[src/rtl/mem_pkg.sv]
`default_nettype none
// ============================================================================
//  Module      : mem_pkg
//  Description : Shared FSM state encoding and credit-counter width helper
//                for the memory read requester.
//  Revision    : 1.0 - initial release
// ============================================================================
package mem_pkg;

    typedef enum logic [1:0] {
        ST_IDLE  = 2'd0,
        ST_ISSUE = 2'd1,
        ST_DRAIN = 2'd2,
        ST_DONE  = 2'd3
    } state_t;

    // Counters must represent the full value DEPTH, hence one extra bit.
    function automatic int credit_width(input int depth);
        return $clog2(depth) + 1;
    endfunction

endpackage
`default_nettype wire

[src/rtl/mem_rsp_fifo.sv]
`default_nettype none
// ============================================================================
//  Module      : mem_rsp_fifo
//  Description : Synchronous response FIFO with full/empty/count and flush.
//  Revision    : 1.0 - initial release
// ============================================================================
module mem_rsp_fifo import mem_pkg::*; #(
    parameter int DEPTH = 8,
    parameter int WIDTH = 16
) (
    input  logic                           clk,
    input  logic                           rst,
    input  logic                           i_flush,
    input  logic                           i_wr_en,
    input  logic [WIDTH-1:0]               i_wr_data,
    input  logic                           i_rd_en,
    output logic [WIDTH-1:0]               o_rd_data,
    output logic                           o_full,
    output logic                           o_empty,
    output logic [credit_width(DEPTH)-1:0] o_count
);

    localparam int CNT_W = credit_width(DEPTH);
    localparam int PTR_W = $clog2(DEPTH);
    localparam logic [CNT_W-1:0] c_depth = CNT_W'(DEPTH);

    logic [WIDTH-1:0] r_mem [DEPTH];
    logic [PTR_W-1:0] r_wr_ptr;
    logic [PTR_W-1:0] r_rd_ptr;
    logic [CNT_W-1:0] r_count;
    logic             w_wr;
    logic             w_rd;

    assign o_full  = (r_count == c_depth);
    assign o_empty = (r_count == '0);
    assign o_count = r_count;
    assign w_wr    = i_wr_en && !o_full;
    assign w_rd    = i_rd_en && !o_empty;
    // Head is masked when empty so the stream output reads zero after reset.
    assign o_rd_data = o_empty ? '0 : r_mem[r_rd_ptr];

    always_ff @(posedge clk or posedge rst) begin
        if (rst) begin
            r_wr_ptr <= '0;
            r_rd_ptr <= '0;
            r_count  <= '0;
        end else if (i_flush) begin
            r_wr_ptr <= '0;
            r_rd_ptr <= '0;
            r_count  <= '0;
        end else begin
            if (w_wr) r_wr_ptr <= r_wr_ptr + PTR_W'(1);
            if (w_rd) r_rd_ptr <= r_rd_ptr + PTR_W'(1);
            case ({w_wr, w_rd})
                2'b10:   r_count <= r_count + CNT_W'(1);
                2'b01:   r_count <= r_count - CNT_W'(1);
                default: r_count <= r_count;
            endcase
        end
    end

    always_ff @(posedge clk) begin
        if (w_wr && !i_flush) r_mem[r_wr_ptr] <= i_wr_data;
    end

endmodule
`default_nettype wire

[src/rtl/mem_read_requester.sv]
`default_nettype none
// ============================================================================
//  Module      : mem_read_requester
//  Description : Credit-limited burst read requester streaming responses out.
//                Optional abort input enabled by MEM_READ_REQUESTER_ABORT_EN.
//  Revision    : 1.0 - initial release
// ============================================================================
module mem_read_requester import mem_pkg::*; #(
    parameter int ADDRESS_WIDTH = 25,
    parameter int DATA_WIDTH    = 16,
    parameter int LEN_WIDTH     = 16,
    parameter int BUF_DEPTH     = 8
) (
    input  logic                     clk,
    input  logic                     reset,
    input  logic                     start,
    input  logic [ADDRESS_WIDTH-1:0] base_addr,
    input  logic [LEN_WIDTH-1:0]     length,
    output logic                     busy,
    output logic                     done,
    output logic [ADDRESS_WIDTH-1:0] req_address,
    output logic                     req_wr,
    output logic [DATA_WIDTH-1:0]    req_data,
    output logic                     req_valid,
    input  logic                     req_full,
    input  logic [DATA_WIDTH-1:0]    rsp_data,
    input  logic                     rsp_valid,
    output logic [DATA_WIDTH-1:0]    out_data,
    output logic                     out_valid,
    input  logic                     out_ready
`ifdef MEM_READ_REQUESTER_ABORT_EN
    ,
    input  logic                     abort
`endif
);

    localparam int CNT_W = credit_width(BUF_DEPTH);
    localparam logic [CNT_W:0] c_depth = (CNT_W+1)'(BUF_DEPTH);

    state_t                   r_state;
    logic                     r_busy;
    logic                     r_done;
    logic [ADDRESS_WIDTH-1:0] r_addr;
    logic [LEN_WIDTH-1:0]     r_remaining;
    logic [CNT_W-1:0]         r_outstanding;
    logic [CNT_W-1:0]         w_fifo_count;
    logic                     w_fifo_full;
    logic                     w_fifo_empty;
    logic                     w_active;
    logic                     w_rsp_in;
    logic                     w_credit_ok;
    logic                     w_accept;
    logic                     w_fifo_wr;
    logic                     w_fifo_rd;
    logic                     w_abort;
    logic                     w_aborting;

    assign w_active    = (r_state == ST_ISSUE) || (r_state == ST_DRAIN);
    assign w_rsp_in    = rsp_valid && w_active;
    // Requests in flight plus words held never exceed the buffer depth.
    assign w_credit_ok = ({1'b0, r_outstanding} + {1'b0, w_fifo_count}) < c_depth;
    assign req_valid   = (r_state == ST_ISSUE) && !w_fifo_full && w_credit_ok && !w_abort;
    assign w_accept    = req_valid && !req_full;
    assign w_fifo_wr   = w_rsp_in && !w_aborting && !w_abort;
    assign w_fifo_rd   = out_valid && out_ready;
    assign out_valid   = !w_fifo_empty;
    assign req_address = r_addr;
    assign req_wr      = 1'b0;
    assign req_data    = '0;
    assign busy        = r_busy;
    assign done        = r_done;

`ifdef MEM_READ_REQUESTER_ABORT_EN
    logic r_aborting;

    assign w_abort    = abort && w_active;
    assign w_aborting = r_aborting;

    always_ff @(posedge clk or posedge reset) begin
        if (reset) begin
            r_aborting <= 1'b0;
        end else if (w_abort) begin
            r_aborting <= 1'b1;
        end else if (r_state == ST_DONE) begin
            r_aborting <= 1'b0;
        end
    end
`else
    assign w_abort    = 1'b0;
    assign w_aborting = 1'b0;
`endif

    always_ff @(posedge clk or posedge reset) begin
        if (reset) begin
            r_state       <= ST_IDLE;
            r_busy        <= 1'b0;
            r_done        <= 1'b0;
            r_addr        <= '0;
            r_remaining   <= '0;
            r_outstanding <= '0;
        end else begin
            r_done <= 1'b0;
            case ({w_accept, w_rsp_in})
                2'b10:   r_outstanding <= r_outstanding + CNT_W'(1);
                2'b01:   r_outstanding <= r_outstanding - CNT_W'(1);
                default: r_outstanding <= r_outstanding;
            endcase
            if (w_accept) begin
                r_addr      <= r_addr + ADDRESS_WIDTH'(1);
                r_remaining <= r_remaining - LEN_WIDTH'(1);
            end
            case (r_state)
                ST_IDLE: begin
                    if (start) begin
                        r_addr      <= base_addr;
                        r_remaining <= length;
                        if (length == '0) begin
                            r_state <= ST_DONE;
                            r_done  <= 1'b1;
                        end else begin
                            r_state <= ST_ISSUE;
                            r_busy  <= 1'b1;
                        end
                    end
                end
                ST_ISSUE: begin
                    if (w_abort || (w_accept && r_remaining == LEN_WIDTH'(1))) begin
                        r_state <= ST_DRAIN;
                    end
                end
                ST_DRAIN: begin
                    if (r_outstanding == '0 && w_fifo_empty && !w_abort) begin
                        r_state <= ST_DONE;
                        r_busy  <= 1'b0;
                        r_done  <= 1'b1;
                    end
                end
                ST_DONE:  r_state <= ST_IDLE;
                default:  r_state <= ST_IDLE;
            endcase
        end
    end

    mem_rsp_fifo #(
        .DEPTH (BUF_DEPTH),
        .WIDTH (DATA_WIDTH)
    ) u_rsp_fifo (
        .clk       (clk),
        .rst       (reset),
        .i_flush   (w_abort),
        .i_wr_en   (w_fifo_wr),
        .i_wr_data (rsp_data),
        .i_rd_en   (w_fifo_rd),
        .o_rd_data (out_data),
        .o_full    (w_fifo_full),
        .o_empty   (w_fifo_empty),
        .o_count   (w_fifo_count)
    );

endmodule
`default_nettype wire
[config.mk]
export PLATFORM = sky130hd
export DESIGN_NAME = mem_read_requester
export DESIGN_NICKNAME = d
export VERILOG_FILES = /design/src/rtl/mem_pkg.sv /design/src/rtl/mem_rsp_fifo.sv /design/src/rtl/mem_read_requester.sv
export SDC_FILE = /design/constraint.sdc
export NUM_CORES = 1
export LEC_CHECK = 0
export CELL_PAD_IN_SITES_DETAIL_PLACEMENT = 1
export CELL_PAD_IN_SITES_GLOBAL_PLACEMENT = 2
export CORE_MARGIN = 2
export CORE_UTILIZATION = 48
export CTS_CLUSTER_DIAMETER = 50
export DETAILED_ROUTE_END_ITERATION = 8
export DONT_BUFFER_PORTS = 1
export PLACE_DENSITY_LB_ADDON = 0.15
export SLEW_MARGIN = 25
export SYNTH_ARGS = -nofsm -noshare
export SYNTH_HDL_FRONTEND = slang
export SYNTH_SLANG_ARGS = --single-unit
[constraint.sdc]
create_clock -name clk -period 9.1 [get_ports clk]
set_clock_uncertainty 0.15 [all_clocks]
set_input_delay 1.82 -clock clk [delete_from_list [all_inputs] [get_ports clk]]
set_output_delay 1.82 -clock clk [all_outputs]
set_load 0.005 [all_outputs]
## After elaboration in Yosys (flattened, before gate mapping)

Memory sizes are Yosys's and may differ from the RTL's.
Index checks and enable logic that the tools add are counted.

| storage, ports and cells | value |
|---|---|
| bits in writable memories | 128 |
| bits of input ports | 63 |
| output and inout port bits | 62 |
| memories | 1 |
| word-level logic and storage cells | 79 |
| register bits after elaboration | 59 |

| cells by class | value |
|---|---|
| mux-type cells | 24 |
| add/subtract/negate cells | 9 |
| order comparisons | 1 |
| eq/ne operators | 13 |
| reductions and logical operators | 22 |

Memory list:

| memory | depth | bits a word | read ports | clocked after Yosys merged registers in | write ports | RTL line | source |
|---|---|---|---|---|---|---|---|
| u_rsp_fifo.r_mem | 8 | 16 | 1 | 0 | 1 | mem_rsp_fifo.sv:27 | `logic [WIDTH-1:0] r_mem [DEPTH];` |

Operators with widths:

| operator | count |
|---|---|
| 2-to-1 mux 25 bit | 3 |
| 2-to-1 mux 16 bit | 4 |
| adder 25 x 1 -> 25 bit (second input constant) | 1 |
| equality test 16 x 1 -> 1 bit (second input constant) | 1 |
| logical NOT 16 bit | 1 |
| case mux 4 bit (2 select lines) | 2 |
| subtractor 16 x 1 -> 16 bit (second input constant) | 1 |
| logical AND 1 bit | 9 |
| adder 4 x 1 -> 4 bit (second input constant) | 2 |
| equality test 2 bit (second input constant) | 4 |
| logical NOT 4 bit | 2 |
| 2-to-1 mux 1 bit | 8 |
| 2-to-1 mux 2 bit | 4 |
| case mux 2 bit (4 select lines) | 1 |
| subtractor 4 x 1 -> 4 bit (second input constant) | 2 |
| adder 3 x 1 -> 3 bit (second input constant) | 2 |
| equality test 2 x 1 -> 1 bit (second input constant) | 3 |
| nonzero test 2 bit | 3 |
| adder 4 x 4 -> 5 bit | 1 |
| less-than comparator 5 x 4 -> 1 bit (second input constant) | 1 |
| equality test 4 bit (second input constant) | 1 |
| inequality test 2 x 1 -> 1 bit (second input constant) | 2 |
| inequality test 2 bit (second input constant) | 2 |
| case mux 1 bit (2 select lines) | 2 |
| other kinds (5) | 7 |

## Depth between registers and ports, before layout

Gate-level depths: netlist of run 1.

| depth | value |
|---|---|
| depth in word-level cells | 8 |
| gate-level depth with buffers | 13 |
| mapped depth without buffers | 13 |

## By module

Synthesis of run 1 repeated with hierarchy kept, for this count alone.

| unflattened totals | value |
|---|---|
| cell total of the unflattened synthesis | 654 |
| area, all modules | 8725.9 um2 |

By module, submodules not included:

| module | sequential area each (um2) | cells each | area each (um2) | instances |
|---|---|---|---|---|
| mem_rsp_fifo | 4093.9 | 281 | 5531.6 | 1 |
| mem_read_requester | 1226.2 | 373 | 3194.3 | 1 |

## Least setup slack after synthesis of run 1

OpenSTA, ideal clock, no wires.

| timing | value |
|---|---|
| path kind | input port to flip-flop |
| start point | input rsp_valid |
| end point | memory u_rsp_fifo.r_mem[0][0], enable pin |
| data required time | 8.541 ns |
| library setup time | 0.409 ns |
| buffers on the path | 1 |
| slack | 4.975 ns |
| data arrival time | 3.566 ns |
| stages on the path | 5 |
| cells stage by stage | and2_1 -> and2_1 -> clkbuf_1 -> nand2b_1 -> nor3_1 |

| between the ends | value |
|---|---|
| longest elaborated chain between the ends | 4 |

RTL lines:

| item | RTL line | source |
|---|---|---|
| start, declared | mem_read_requester.sv:27 | `input logic rsp_valid,` |
| logical AND 1 bit | mem_read_requester.sv:59 | `assign w_rsp_in = rsp_valid && w_active;` |
| logical AND 1 bit | mem_rsp_fifo.sv:37 | `assign w_wr = i_wr_en && !o_full;` |
| 2-to-1 mux 1 bit | mem_rsp_fifo.sv:63 | `if (w_wr && !i_flush) r_mem[r_wr_ptr] <= i_wr_data;` |
| 2-to-1 mux 1 bit (not written as such) | mem_rsp_fifo.sv:63 |  |
| end, declared | mem_rsp_fifo.sv:27 |  |

Every way passes these cells.

## Worst setup path in the final report of run 1

| timing | value |
|---|---|
| start point | register u_rsp_fifo.r_rd_ptr[0] |
| end point | output out_data[5] |

| between the ends | value |
|---|---|
| longest elaborated chain between the ends | 2 |

RTL lines:

| item | RTL line | source |
|---|---|---|
| start, declared | mem_rsp_fifo.sv:29 | `logic [PTR_W-1:0] r_rd_ptr;` |
| start signal, assigned | mem_rsp_fifo.sv:53 | `if (w_rd) r_rd_ptr <= r_rd_ptr + PTR_W'(1);` |
| memory (8 x 16 bit) | - |  |
| 2-to-1 mux 16 bit | mem_rsp_fifo.sv:40 | `assign o_rd_data = o_empty ? '0 : r_mem[r_rd_ptr];` |
| end, declared | mem_read_requester.sv:28 | `output logic [DATA_WIDTH-1:0] out_data,` |

Every way passes these cells.

==> results.md, run 1 <==
- Initial DRT Pass Iterations: 4
- WL final: 19.0 mm
- Remaining global-route overflow: 0
- Clock Path Buffers: 2
- PD cells: 322 nW/um2
- Tcrit/Tclk final: 0.461
- Post-synth top flop: edfxtp_1
- Root Driver: clkbuf_16
- Largest stage delay on the critical path: 600 ps
- FILL cells: 1725
- Antenna Diode Count: 0
- Final Slew Violations: 0
- Reg clk slew, reported paths: 70 ps
- Synthesized cell area: 8710 um2
- Sum Neg Setup Slack: 0 ps
- Chip width: 139 um
- Post-CTS Setup Inserts: 0
- CTS sink count: 187
- Die area: 19200 um2
- Hold buffers post-CTS: 0
- Max-slew headroom: 0.424
- Wire per inst: 21.9 um
- Slew at the pin closest to its max-slew limit: 865 ps
- Share of layout cells above drive strength 1: 0.166
- Layout Nets: 705
- Max_cap viols: 0
- Post-synthesis sequential area ratio: 0.611
- First-pass GRT wire length: 30.8 mm
- Static Leak: 0.00327 uW
- Initial cell density of the core: 0.486
- Post-synth cell types: 50
- Unrepaired setup endpoints after global routing: false
- Sequential Power Share: 0.439
- Routed Antenna Nets: 0
- Via count: 4963
- Yosys reg bits: 187
- Number of global-route vias before repair: 5438
- Final setup vio count: 0
- Top cells by area, synth: edfxtp_1, dfrtp_1, mux4_2, xnor2_1, nand2_1
- Comb power frac: 0.313
- Layout area overhead: 9.41%
- Status: complete, no violations
- Endpoints failing hold: 0
- Fmax: 238 MHz
- GRT Overall Usage: 0.207
- Post-route DRC: 0
- Setup CP Type: flop to primary output
- Worst EP required: 7130 ps
- Clock Power Share: 0.248
- Yosys top cell area share: 0.441
- CTS tree: done
- Largest net degree at the start of global routing: 62
- Die Y: 139 um
- Critical-path top delay cell: mux4_2
- Crit path cell chain: buf_4, mux4_2, mux2i_1, nor2_1
- Synth area leader: edfxtp_1
- Worst-path fanout max: 34
- Initial antenna violation count: 0
- Tmin final: 4200 ps
- Type of the most critical hold path: flop to flop
- Syn avg cell area: 13.9 um2
- Reg area: 5320 um2
- Post-CTS Resized: 0
- Worst-Skew Late Latency: 430 ps
- DR iter-0 viols: 199
- Critical path endpoint category: primary output
- GPL Wtd Cong: 0.756
- Yosys warning count: 0
- Kind of cell adding the most delay to the critical path: multiplexers
- Net Sw Frac: 0.367
- Internal power: 1940 uW
- Num ports: 125
- WP data arrival: 2230 ps
- Switching pwr: 1130 uW
- Buf/Inv on CP: 1
- Input/output buffers: 0
- Cells after synthesis: 626
- CTS HTree Levels: 4
- Async set-reset flop share out of synthesis: 0.316
- Hpwl dp: 12.8 mm
- Crit start category: flop
- Hold slack: 359 ps
- Multi-input gate area: 3140 um2
- TritonCTS Buffers: 17
- Number of synthesized flops with an enable pin: 128
- Core Area: 17900 um2
- Site Rows: 49
- Worst VDD drop: 0.000162 V
- Avg Vias per Cell: 5.73
[cells in the mapped netlist, types with 2 or more instances]
cell type,count
nor4_4,3
and3_1,2
nor3_1,19
clkbuf_1,20
or3_1,3
a31oi_1,2
and2_1,5
mux2_2,4
o211ai_1,2
and4_1,4
ha_1,17
dfrtp_1,59
nand2b_1,5
edfxtp_1,128
nand4_1,6
a21oi_1,11
o21ai_0,26
buf_4,19
xnor2_1,40
o21ai_1,16
buf_6,2
mux4_2,32
inv_1,18
mux2i_1,20
nor4_1,13
nor4_2,10
buf_2,5
nor2_1,35
nand2_1,57
nand3_1,14
nand3b_1,3
xor2_1,8
[worst register-to-register path, delay by kind of cell (launching register included)]
kind,cells,cell delay (ps)
DFF,1,450
adders and majority gates,3,810
and+or+nand+nor,3,840
xor gates and xnor gates,3,490
AOI/OAI and AO/OA,2,250
buffers and inverters,2,490
[sequential cells by signal, summed over array words and instances, names as in the netlist]
signal and count:
u_rsp_fifo.r_wr_ptr 3, r_outstanding 4, u_rsp_fifo.r_mem 128, u_rsp_fifo.r_rd_ptr 3
done 1, busy 1, r_state 2, req_address 25
u_rsp_fifo.o_count 4, r_remaining 16
[worst paths after layout]
path / startpoint / endpoint / slack [ps] / cells past startpoint
max in group asynchronous: reset / u_rsp_fifo.r_rd_ptr[2]$_DFFE_PP0P_ / 6770 / 2
min in group asynchronous: reset / u_rsp_fifo.o_count[2]$_DFFE_PP0P_ / 1070 / 1
max: u_rsp_fifo.r_rd_ptr[0]$_DFFE_PP0P_ / out_data[5] / 4900 / 4
max reg2reg: u_rsp_fifo.o_count[3]$_DFFE_PP0P_ / r_outstanding[2]$_DFFE_PP0P_ / 5500 / 13
min reg2reg: r_outstanding[3]$_DFFE_PP0P_ / r_outstanding[3]$_DFFE_PP0P_ / 360 / 1
min: r_outstanding[3]$_DFFE_PP0P_ / r_outstanding[3]$_DFFE_PP0P_ / 360 / 1
[power by group through the flow]
stage / sequential, uW / combinational [uW] / clock, uW
floorplan: 1250 / 832 / 0
global placement: 1360 / 941 / 0
detailed placement: 1370 / 981 / 0
CTS: 1350 / 982 / 776
global route: 1380 / 1090 / 805
finish: 1350 / 962 / 762
[cell usage in the layout (no fill, tap or decap), drive strengths merged, types with 3 or more instances in the layout]
| cell | count |
|---|---|
| nand2b | 5 |
| mux4 | 32 |
| clkbuf | 17 |
| nand3 | 14 |
| xor2 | 8 |
| nor3 | 19 |
| ha | 17 |
| inv | 26 |
| and4 | 4 |
| nand4 | 6 |
| edfxtp | 128 |
| conb | 17 |
| clkinv | 6 |
| o21ai | 43 |
| a21oi | 11 |
| buf | 11 |
| nand2 | 57 |
| xnor2 | 40 |
| mux2i | 20 |
| and2 | 5 |
| mux2 | 4 |
| dfrtp | 59 |
| nand3b | 3 |
| o211ai | 3 |
| nor4 | 26 |
| nor2 | 35 |
| or3 | 3 |
[kinds of logic (layout without fill, tap and decap cells)]
kind of cell / count (synthesis) / in the layout / synth area share
compound gates: 65 / 65 / 0.0434
xor+xnor: 48 / 48 / 0.0483
fa+ha+maj: 18 / 18 / 0.0267
buf+inv: 66 / 61 / 0.0410
flops: 187 / 187 / 0.611
mux: 56 / 56 / 0.111
other cells: 1 / 17 / 0.000431
simple gates: 185 / 185 / 0.118
[through the flow]
stage | utilization | instances | worst slack (ps) | power [uW] | cell area, um2
2_1_floorplan | - | 642 | 4970 | 2080 | 8770
3_3_place_gp | 0.496 | 832 | 5250 | 2300 | 8870
3_5_place_dp | 0.496 | 832 | 5190 | 2350 | 8870
4_1_cts | 0.530 | 864 | 4810 | 3110 | 9490
5_1_grt | 0.532 | 866 | 4720 | 3270 | 9530
6_report | 0.532 | 866 | 4900 | 3070 | 9530
[cell type report]
| class | count | share of cell area |
|---|---|---|
| multi-input combinational | 389 | 0.329 |
| timing repair buffer | 11 | 0.0102 |
| sequential | 187 | 0.559 |
| clock inverter | 15 | 0.0197 |
| clock buffer | 17 | 0.0447 |
| inverter | 18 | 0.00709 |
| tap | 229 | 0.0301 |
[metal layers]
metal | vias up | GRT usage | wire [um]
met5 | - | 0 | 0
met4 | 0 | 0.0649 | 320
met3 | 24 | 0.0608 | 985
met2 | 115 | 0.356 | 9720
met1 | 2538 | 0.254 | 7980
li1 | 2286 | - | -
(Power assumes the default switching activity.)
==> inputs of run 2 (changes only) <==
- CORE_UTILIZATION: 48 -> 40
- clock period: 9.1 -> 3.37 ns (I/O delays scaled with it)
==> run 2 against run 1 <==
Compared with the run above:
- count of clock-buffer cells in the layout did not move
- utilization fell by 7.4 points
- worst hold slack got worse by 180 ps
- first-iteration DRC count rose by 8.5%
==> results.md, run 2 (synthesis results as in run 1) <==
- Status: complete, no violations
- GRT met3 Usage: 0.0446 (-0.0162)
- Root Driver: clkbuf_16
- Type of the most critical hold path: input port to flop
- Core Area: 21200 um2 (+19%)
- Switching pwr: 3150 uW (+180%)
- Num ports: 125 (unchanged)
- Hold buffers post-CTS: 1 (+1)
- Worst min-delay path startpoint: rsp_data[13]
- Final setup vio count: 0 (unchanged)
- Clock Power Share: 0.258 (+0.010)
- Static Leak: 0.00336 uW (+2.8%)
- Worst-case reg-to-reg path depth: 12 (-1)
- Max-slew headroom: 0.542 (+0.119)
- Endpoints failing hold: 0 (unchanged)
- Worst Hold End: u_rsp_fifo.r_mem[5][13]$_DFFE_PP_
- GPL Wtd Cong: 0.726 (-3.9%)
- Wire per inst: 21.3 um (-2.8%)
- Setup CP Type: flop to primary output
- Initial cell density of the core: 0.410 (-0.0761)
- Clock Path Buffers: 2 (unchanged)
- CTS tree: done
- Fmax: 331 MHz
- Tcrit/Tclk final: 0.896
- Via count: 5033 (+1.4%)
- Most frequent cells in the layout: edfxtp_1, dfrtp_1, nand2_1
- R2R Path Start: u_rsp_fifo.o_count[3]$_DFFE_PP0P_
- Post-CTS Setup Inserts: 0 (unchanged)
- Avg Vias per Cell: 5.43 (-5.3%)
- Most common cell after layout, fill and taps aside: edfxtp_1
- First-pass GRT wire length: 30.8 mm (about the same)
- Crit start category: flop
- Share of layout cells above drive strength 1: 0.179 (+0.0130)
- Comb power frac: 0.332 (+0.019)
- Internal power: 5360 uW (+180%)
- Hold path depth: 0 (-1)
- Layout area overhead: 11.6%
- Die area: 23000 um2 (+19%)
- Critical-path top delay cell: or4b_4
- Hpwl dp: 13.0 mm (+1.5%)
- Reg clk slew, reported paths: 90 ps (+20 ps)
- Slew at the pin closest to its max-slew limit: 685 ps (-180 ps)
- Kind of cell adding the most delay to the critical path: simple AND/OR/NAND/NOR gates
- Largest stage delay on the critical path: 590 ps (about the same)
- R2R setup slack: 420 ps (-5080 ps)
- Chip width: 152 um (+9.3%)
- Reg-to-reg endpoint: r_outstanding[2]$_DFFE_PP0P_
- Most flops, register: u_rsp_fifo.r_mem
- FILL cells: 2122 (+23%)
- Tmin final: 3020 ps
- GRT Overall Usage: 0.180 (-0.0268)
- Layout Nets: 720 (+2.1%)
- Die Y: 152 um (+9.3%)
- Remaining global-route overflow: 0 (unchanged)
- Max_cap viols: 0 (unchanged)
- GR Util met1: 0.222 (-0.0319)
- PD cells: 875 nW/um2 (+170%)
- CTS sink count: 187 (unchanged)
- WP data arrival: 2190 ps (-40 ps)
- Worst Setup SP: u_rsp_fifo.o_count[1]$_DFFE_PP0P_
- Worst-Skew Late Latency: 430 ps (about the same)
- Input/output buffers: 0 (unchanged)
- Worst EP required: 2550 ps (-4580 ps)
- Net Sw Frac: 0.370 (+0.00364)
- TritonCTS Buffers: 17 (unchanged)
- Largest net degree at the start of global routing: 50 (-19%)
- Buf/Inv on CP: 2 (+1)
- Number of global-route vias before repair: 5518 (+1.5%)
- WL final: 19.8 mm (+4.0%)
- GRT busiest layer: met2
- Final Slew Violations: 0 (unchanged)
- Worst VDD drop: 0.000366 V (+130%)
- Crit path cell chain: or4b_4, o211ai_4, buf_4, inv_1
- GR Layer Usage met2: 0.316 (-0.0396)
- Initial DRT Pass Iterations: 4 (unchanged)
- Unrepaired setup endpoints after global routing: false
- CTS HTree Levels: 4 (unchanged)
- Routed Antenna Nets: 0 (unchanged)
- Antenna Diode Count: 0 (unchanged)
- Initial antenna violation count: 0 (unchanged)
- Max FFs per register: 128 (unchanged)
- Final core occ: 0.458 (-0.0741)
- DR iter-0 viols: 216 (+8.5%)
- Worst-path fanout max: 37 (+8.8%)
- Critical path endpoint category: primary output
- Sequential Power Share: 0.410 (-0.029)
- Post-CTS Resized: 0 (unchanged)
- Sum Neg Setup Slack: 0 ps (unchanged)
- Site Rows: 53 (+8.2%)
- Post-route DRC: 0 (unchanged)
## run 2: changes by cell type in the layout (fill, tap and decap cells not counted), sizes merged
cell	before	now
buf	11	25
clkinv	6	5
dlygate4sd3	0	1
inv	26	27
## run 2: layer usage
| layer | wire [um] | vias up |
|---|---|---|
| li1 | - | 2305 |
| met1 | 8460 | 2600 |
| met2 | 10100 | 115 |
| met3 | 999 | 13 |
| met4 | 217 | 0 |
| met5 | 0 | - |
## run 2: stage by stage
step	std cells	instance area (um2)	worst slack, ps	total power [uW]	hold WS (ps)
after floorplan	642	8770	391	5630	320
after global placement	894	9060	516	6310	338
after detailed placement	894	9060	427	6430	365
after CTS	927	9720	318	8650	149
after global routing	927	9720	218	9070	144
final	927	9720	352	8510	175
## run 2: area by class of cell
class / count / area, um2 / share of cell area
Multi-Input combinational cell: 389 / 3110 / 0.320
Tap cell: 275 / 344 / 0.0354
Sequential cell: 187 / 5320 / 0.548
Clock inverter: 15 / 228 / 0.0234
Timing Repair Buffer: 26 / 223 / 0.0229
Inverter: 18 / 67.6 / 0.00695
Clock buffer: 17 / 425 / 0.0438
## run 2: worst max-delay path by stage
stage / to / slack [ps] / cells past startpoint
final: req_valid / 350 / 4
after global placement: r_outstanding[2]$_DFFE_PP0P_ / 520 / 12
after global routing: r_outstanding[2]$_DFFE_PP0P_ / 220 / 12
after detailed placement: r_outstanding[2]$_DFFE_PP0P_ / 430 / 12
after floorplan: u_rsp_fifo.r_mem[0][0]$_DFFE_PP_ / 390 / 5
after CTS: req_valid / 320 / 4
## run 2: power by group through the flow
stage	combinational, uW	sequential [uW]	clock (uW)
floorplan	2250	3380	0
global placement	2800	3510	0
detailed placement	2890	3540	0
CTS	2900	3490	2250
global route	3180	3570	2320
finish	2820	3490	2200
